===== src/rtl/apb_to_ahb_bridge.sv =====
// -----------------------------------------------------------------------------
// apb_to_ahb_bridge
//
// APB3 completer that turns every APB access into exactly one single-beat
// AHB-Lite transfer, acting as the AHB manager. The APB access is stretched
// (PREADY low) until the AHB data phase has finished. Only one transfer is in
// flight at a time; there is no address/data pipelining on the AHB side.
//
// Ports
//   HCLK, HRESET         single clock, asynchronous active-high reset
//   PSEL, PENABLE        APB select / access phase
//   PADDR, PWRITE        APB address / direction (1 = write)
//   PWDATA               APB write data
//   PRDATA               APB read data (0 outside the completion cycle)
//   PREADY, PSLVERR      APB completion pulse / error, valid with PREADY
//   HADDR, HTRANS        AHB address / transfer type (IDLE or NONSEQ only)
//   HWRITE               AHB direction
//   HSIZE, HBURST        tied to word / SINGLE
//   HWDATA               AHB write data
//   HRDATA               AHB read data
//   HREADY, HRESP        AHB ready / response (1 = ERROR)
//
// state | meaning
// ------+-----------------------------------------------------------------
// IDLE  | waiting for an APB setup phase; AHB bus idle
// ADDR  | AHB address phase, NONSEQ driven until HREADY accepts it
// DATA  | AHB data phase; wait states and two-cycle ERROR handled here
// RESP  | one-cycle APB completion: PREADY=1, PSLVERR/PRDATA valid
// -----------------------------------------------------------------------------
module apb_to_ahb_bridge #(
  parameter int ADDR_WIDTH = 32,
  parameter int DATA_WIDTH = 32
) (
  input  logic                  HCLK,
  input  logic                  HRESET,
  input  logic                  PSEL,
  input  logic                  PENABLE,
  input  logic [ADDR_WIDTH-1:0] PADDR,
  input  logic                  PWRITE,
  input  logic [DATA_WIDTH-1:0] PWDATA,
  output logic [DATA_WIDTH-1:0] PRDATA,
  output logic                  PREADY,
  output logic                  PSLVERR,
  output logic [ADDR_WIDTH-1:0] HADDR,
  output logic [1:0]            HTRANS,
  output logic                  HWRITE,
  output logic [2:0]            HSIZE,
  output logic [2:0]            HBURST,
  output logic [DATA_WIDTH-1:0] HWDATA,
  input  logic [DATA_WIDTH-1:0] HRDATA,
  input  logic                  HREADY,
  input  logic                  HRESP
);

  localparam logic [1:0] TRANS_IDLE   = 2'b00;
  localparam logic [1:0] TRANS_NONSEQ = 2'b10;

  typedef enum logic [1:0] {
    IDLE = 2'd0,
    ADDR = 2'd1,
    DATA = 2'd2,
    RESP = 2'd3
  } state_t;

  state_t state, state_nxt;

  logic [ADDR_WIDTH-1:0] addr_q;
  logic                  write_q;
  logic [DATA_WIDTH-1:0] wdata_q;
  logic [DATA_WIDTH-1:0] rdata_q;
  logic                  err_q;

  logic setup;
  assign setup = PSEL && !PENABLE;

  // ---------------------------------------------------------------------------
  // State register
  // ---------------------------------------------------------------------------
  always_ff @(posedge HCLK or posedge HRESET) begin
    if (HRESET) begin
      state <= IDLE;
    end else begin
      state <= state_nxt;
    end
  end

  // ---------------------------------------------------------------------------
  // Next-state logic. PSEL dropping mid-transfer is deliberately not looked
  // at outside IDLE: the AHB transfer and the PREADY pulse always complete.
  // ---------------------------------------------------------------------------
  always_comb begin
    state_nxt = state;
    case (state)
      IDLE: if (setup)  state_nxt = ADDR;
      ADDR: if (HREADY) state_nxt = DATA;
      DATA: if (HREADY) state_nxt = RESP;
      RESP: state_nxt = IDLE;
      default: state_nxt = IDLE;
    endcase
  end

  // ---------------------------------------------------------------------------
  // Request latches, read-data capture and error flag
  // ---------------------------------------------------------------------------
  always_ff @(posedge HCLK or posedge HRESET) begin
    if (HRESET) begin
      addr_q  <= '0;
      write_q <= 1'b0;
      wdata_q <= '0;
      rdata_q <= '0;
      err_q   <= 1'b0;
    end else begin
      case (state)
        IDLE: begin
          if (setup) begin
            // Word transfers only: the byte offset is dropped.
            addr_q  <= {PADDR[ADDR_WIDTH-1:2], 2'b00};
            write_q <= PWRITE;
            wdata_q <= PWDATA;
            err_q   <= 1'b0;
          end
        end
        DATA: begin
          if (HRESP) begin
            // Covers both cycles of the two-cycle ERROR response.
            err_q <= 1'b1;
          end else if (HREADY) begin
            err_q <= 1'b0;
            if (!write_q) rdata_q <= HRDATA;
          end
        end
        default: ;
      endcase
    end
  end

  // ---------------------------------------------------------------------------
  // Outputs: all derived from state and registered latches, never from the
  // APB inputs directly.
  // ---------------------------------------------------------------------------
  assign HTRANS  = (state == ADDR) ? TRANS_NONSEQ : TRANS_IDLE;
  assign HADDR   = addr_q;
  assign HWRITE  = write_q;
  assign HWDATA  = wdata_q;
  assign HSIZE   = 3'b010;
  assign HBURST  = 3'b000;

  assign PREADY  = (state == RESP);
  assign PSLVERR = (state == RESP) && err_q;
  // Erroring reads and all writes return zero.
  assign PRDATA  = ((state == RESP) && !write_q && !err_q) ? rdata_q : '0;

endmodule


===== config.mk =====
export PLATFORM = sky130hd
export DESIGN_NAME = apb_to_ahb_bridge
export DESIGN_NICKNAME = d
export VERILOG_FILES = /design/src/rtl/apb_to_ahb_bridge.sv
export SDC_FILE = /design/constraint.sdc
export NUM_CORES = 1
export LEC_CHECK = 0
export ABC_AREA = 1
export BUFFER_PORTS_ARGS = -buffer_cell sky130_fd_sc_hd__buf_2
export CAP_MARGIN = 20
export CORE_ASPECT_RATIO = 2
export CORE_MARGIN = 1
export CORE_UTILIZATION = 45
export DETAILED_ROUTE_END_ITERATION = 6
export GPL_TIMING_DRIVEN = 0
export PLACE_DENSITY_LB_ADDON = 0.05
export SKIP_CTS_REPAIR_TIMING = 1
export SYNTH_ARGS = -nofsm -noshare
export SYNTH_HDL_FRONTEND = slang
export SYNTH_SLANG_ARGS = --single-unit

===== constraint.sdc =====
create_clock -name HCLK -period 3 [get_ports HCLK]
set_input_delay 0 -clock HCLK [delete_from_list [all_inputs] [get_ports HCLK]]
set_output_delay 0 -clock HCLK [all_outputs]
set_load 0.01 [all_outputs]

* Yosys cells after proc, flatten, opt, wreduce, memory -nomap -nowiden
Cells that the tools add are included.
Cells by class: equal/unequal tests 7, muxes and demuxes 10, bitwise operators 2, reductions and logical operators 13
Operators with widths (number):
- two-way mux 32 bit | 1
- two-way mux 2 bit | 4
- case mux 2 bit (4 select lines) | 1
- inequality test 2 bit (second input constant) | 3
- AND reduction 3 bit | 2
- == test 2 bit (second input constant) | 2
- logical AND 1 bit | 4
- AND reduction 4 bit | 1
- zero test 1 bit | 3
- two-way mux 1 bit | 3
- inequality test 3 bit (second input constant) | 1
- == test 2 x 1 -> 1 bit (second input constant) | 1
- zero test 2 bit | 1
- NOT 1 bit | 2
- case mux 1 bit (2 select lines) | 1
- AND reduction 2 bit | 1
- nonzero test 2 bit | 1
Word-level totals: register bits 98, bits of input ports 103, output and inout port bits 107

* Logic depth before layout (Yosys ltp)
depth after elaboration 4, mapped depth 8, mapped depth without buffers 8

* Least setup slack after synthesis
Ideal clock, no wire load.
path kind flip-flop to flip-flop, start point register state[0], end point register addr_q[19] (netlist: HADDR[19]), arrival 1.207 ns, slack 1.663 ns, cell stages (with the launch flop) 8, path buffers 2, cells stage by stage dfrtp_1 -> inv_1 -> ha_1 -> nand3_2 -> buf_6 -> buf_6 -> nand2_1 -> o21ai_1
Between the ends: longest elaborated chain between the ends 2
RTL lines:
- start, declared | line 65 | state_t state, state_nxt;
- start signal, assigned | line 83 | state <= state_nxt;
- zero test 2 bit | line 113 | case (state)
- AND reduction 2 bit (no source line)
- end signal, assigned | line 117 | addr_q <= {PADDR[ADDR_WIDTH-1:2], 2'b00};
- end, declared | line 67 | logic [ADDR_WIDTH-1:0] addr_q;
Every way passes these cells. A chain may end at the register's enable or synchronous reset.

* Final worst setup path
start point register state[0], end point output port PRDATA[4]
Between the ends: longest elaborated chain between the ends 4
RTL lines:
- == test 2 bit | line 151 | assign PRDATA = ((state == RESP) && !write_q && !err_q) ? rdata_q : '0;
- logical AND 1 bit (2 in series) | line 151
- two-way mux 32 bit | line 151
- end, declared | line 41 | output logic [DATA_WIDTH-1:0] PRDATA,
Every way passes these cells.

==> metrics.yaml <==
status:
  status: "complete, no violations"
setup_path:
  rrSetupSlack_ns: 1.34
  max_stage_delay_ns: 0.42
  r2r_end: "HADDR[29]$_DFFE_PP0P_"
  arrival_ns: 1.69
  end_kind: "output pin"
  cp_max_fo: 10
  required_ns: 3.00
  critical_path_class: "reg -> out"
  r2r-start: "state[0]$_DFFE_PP0P_"
  startpoint_type: "flop"
  cpMostUsedCell: "buf_2"
  crit_path_cell_trace: "ha_1 > nand3b_1 > buf_2 > nor2_1 > buf_2"
  slowest_stage: "dfrtp_1"
  r2r_cells: 5
placed_design:
  placed_cell_area_um2: 5660
  dp_hpwl_um: 7970
  place.gp.congestion: 0.762
  port_buffers: 198
die:
  die-area_um2: 10300
  ioPinCount: 210
  start_util_pct: 46.1
  row_count: 51
  coreArea_um2: 9640
  die_w_um: 72.3
  die_h_um: 143
timing:
  max_freq_mhz: 591
  drv_slew: 0
  relSlewSlack_pct: 66.6
  finalSetupViolCount: 0
  timing_worst_slew_pin_value_ns: 0.501
  final.min_clock_period_ns: 1.69
  hold_viol: 0
  fin_crit_sh_pct: 56.4
  skew_ns: 0.00573
  rsz0062_at_grt: "false"
  hold_ws_ns: 0.0536
final_layout:
  multi_input_area_um2: 1280
  fill_cells: 731
  diodes: 0
  synthToLayoutAreaGrowth_pct: 56.6
  design_area_um2: 6960
  register_area_um2: 2450
  utilization_pct: 72.2
  nNetsFinal: 934
  layout-drive-gt1-share_pct: 33.1
synthesis:
  synthCells: 513
  synth_seq_area_share_pct: 55.2
  yosysWarnings: 0
  netlist_area_um2: 4440
  synth_seq_cells: 98
  syn_area_per_cell_um2: 8.66
  ys_types: 18
min_path:
  worstHoldPathType: "in -> reg"
  holdPathStages: 5
  hp-start: "PSEL"
  hold_end: "state[1]$_DFFE_PP0P_"
pwr:
  sw_frac_of_total_pct: 35.1
  power_frac_comb_pct: 36.9
  seqPwrFrac_pct: 40.5
  power.total_mw: 5.72
  pwr_density_cell_nw_per_um2: 822
  clkPwrFrac_pct: 22.5
  vdd_ir_drop_max_v: 0.000556
  p_int_mw: 3.71
  power_switching_mw: 2.01
  p_leak_nw: 4.02
routing:
  vias_per_cell: 4.34
  first_pass_iters: 4
  wirelength_um: 12000
  first_iter_violations: 123
  drt.antenna.violating_nets: 0
  wl_per_cell_um: 12.5
  drc_errors: 0
  num_vias: 4178
global_routing:
  overflow: 0
  grt_max_degree: 73
  grt_pass1_wl_um: 16600
  grt_pass1_vias: 3630
  grt_antenna_before_repair: 0
  grtUsageTotal_pct: 21.0
clock_tree:
  insertion_delay_ns: 0.34
  clk_pin_slew_worst_paths_ns: 0.06
  cts_tree: "done"
  cts_buffers: 9
  clock-root-buffer: "clkbuf_16"
  cts.sinks: 98
  h-tree-depth: 3
  clockBufferDepth: 2
run:
  drv_cap: 0
==> registers in the layout, indices dropped and copies added, names as in the netlist <==
register,cells
HADDR,30
HWDATA,32
HWRITE,1
err_q,1
rdata_q,32
state,2
==> Yosys cell counts (all sizes together) <==
cell / instances / area (um2)
inv: 135 / 507
conb: 2 / 7.51
nor2: 33 / 124
dfrtp: 98 / 2450
nand2: 108 / 405
nand4: 1 / 21.3
nand3b: 1 / 7.51
nand3: 4 / 25.0
buf: 24 / 205
ha: 4 / 50.1
a21oi: 1 / 5.00
clkbuf: 7 / 26.3
o21ai: 95 / 607
==> metrics by stage <==
stage,setup TNS (ns),instances,setup slack [ns]
after global placement,-70.46,850,-0.727
after floorplan,0,520,0.438
after detailed placement,0,851,1.30
final,0,962,1.31
after CTS,0,865,1.27
after global routing,0,962,1.18
==> worst max-delay path: cells and delay by family, from the launching register on <==
| family | cells | cell delay, ns |
|---|---|---|
| simple gates | 2 | 0.27 |
| buf+inv | 2 | 0.40 |
| fa+ha+maj | 1 | 0.25 |
| flops | 1 | 0.42 |
==> layout by cell type (no fill, tap or decap), drive strengths merged, types with 2 or more instances in the layout <==
cell         instances
buf                223
bufinv               3
clkbuf              16
clkinvlp             2
conb                 9
dfrtp               98
dlygate4sd3         97
ha                   4
inv                135
nand2              108
nand3                4
nor2                33
o21ai               95
==> power groups by stage <==
stage	sequential (mW)	clock [mW]	combinational (mW)
finish	2.32	1.29	2.11
global route	2.40	1.36	2.39
CTS	2.31	1.32	2.02
detailed placement	2.32	0	2.02
global placement	2.31	0	1.95
floorplan	2.52	0	0.995
==> layout make-up <==
type	instances	share of cell area (%)
well taps	132	2.37
plain buffers	31	3.33
repair buffers	296	28.6
flip-flops and latches	98	35.3
clock inverters	5	1.51
clock buffers	9	3.24
inverters	135	7.32
multi-input cells	256	18.4
==> how the worst max path moves through the flow <==
stage	from	end	slack, ns	cells past startpoint
2_1_floorplan	HRESET	HADDR[10]$_DFFE_PP0P_	0.44	1
3_3_place_gp	HRESET	HADDR[6]$_DFFE_PP0P_	-0.73	2
3_5_place_dp	state[0]$_DFFE_PP0P_	HWRITE$_DFFE_PP0P_	1.30	5
4_1_cts	state[0]$_DFFE_PP0P_	PRDATA[4]	1.27	5
5_1_grt	state[0]$_DFFE_PP0P_	HADDR[28]$_DFFE_PP0P_	1.18	5
6_report	state[0]$_DFFE_PP0P_	PRDATA[4]	1.31	5
==> cell families (layout without fill, tap and decap cells) <==
kind of cell               after synthesis  in the layout  synth area share [%]
adders and majority gates                4              4                  1.13
DFF                                     98             98                  55.2
AOI/OAI and AO/OA                       96             96                  13.8
other                                    2              9                 0.169
and+or+nand+nor                        147            147                  13.1
buffers and inverters                  166            476                  16.6
==> routing by layer <==
layer | part of all wire [%] | global-route usage (%) | vias to the layer above | wire [um]
met1 | 37 | 22.8 | 1896 | 4450
met2 | 54 | 37.4 | 146 | 6470
li1 | - | - | 2106 | -
met3 | 5.7 | 5.03 | 30 | 682
met5 | 0 | 0 | - | 0
met4 | 3.2 | 9.91 | 0 | 387
No activity file was read; power rests on OpenSTA's default activity.
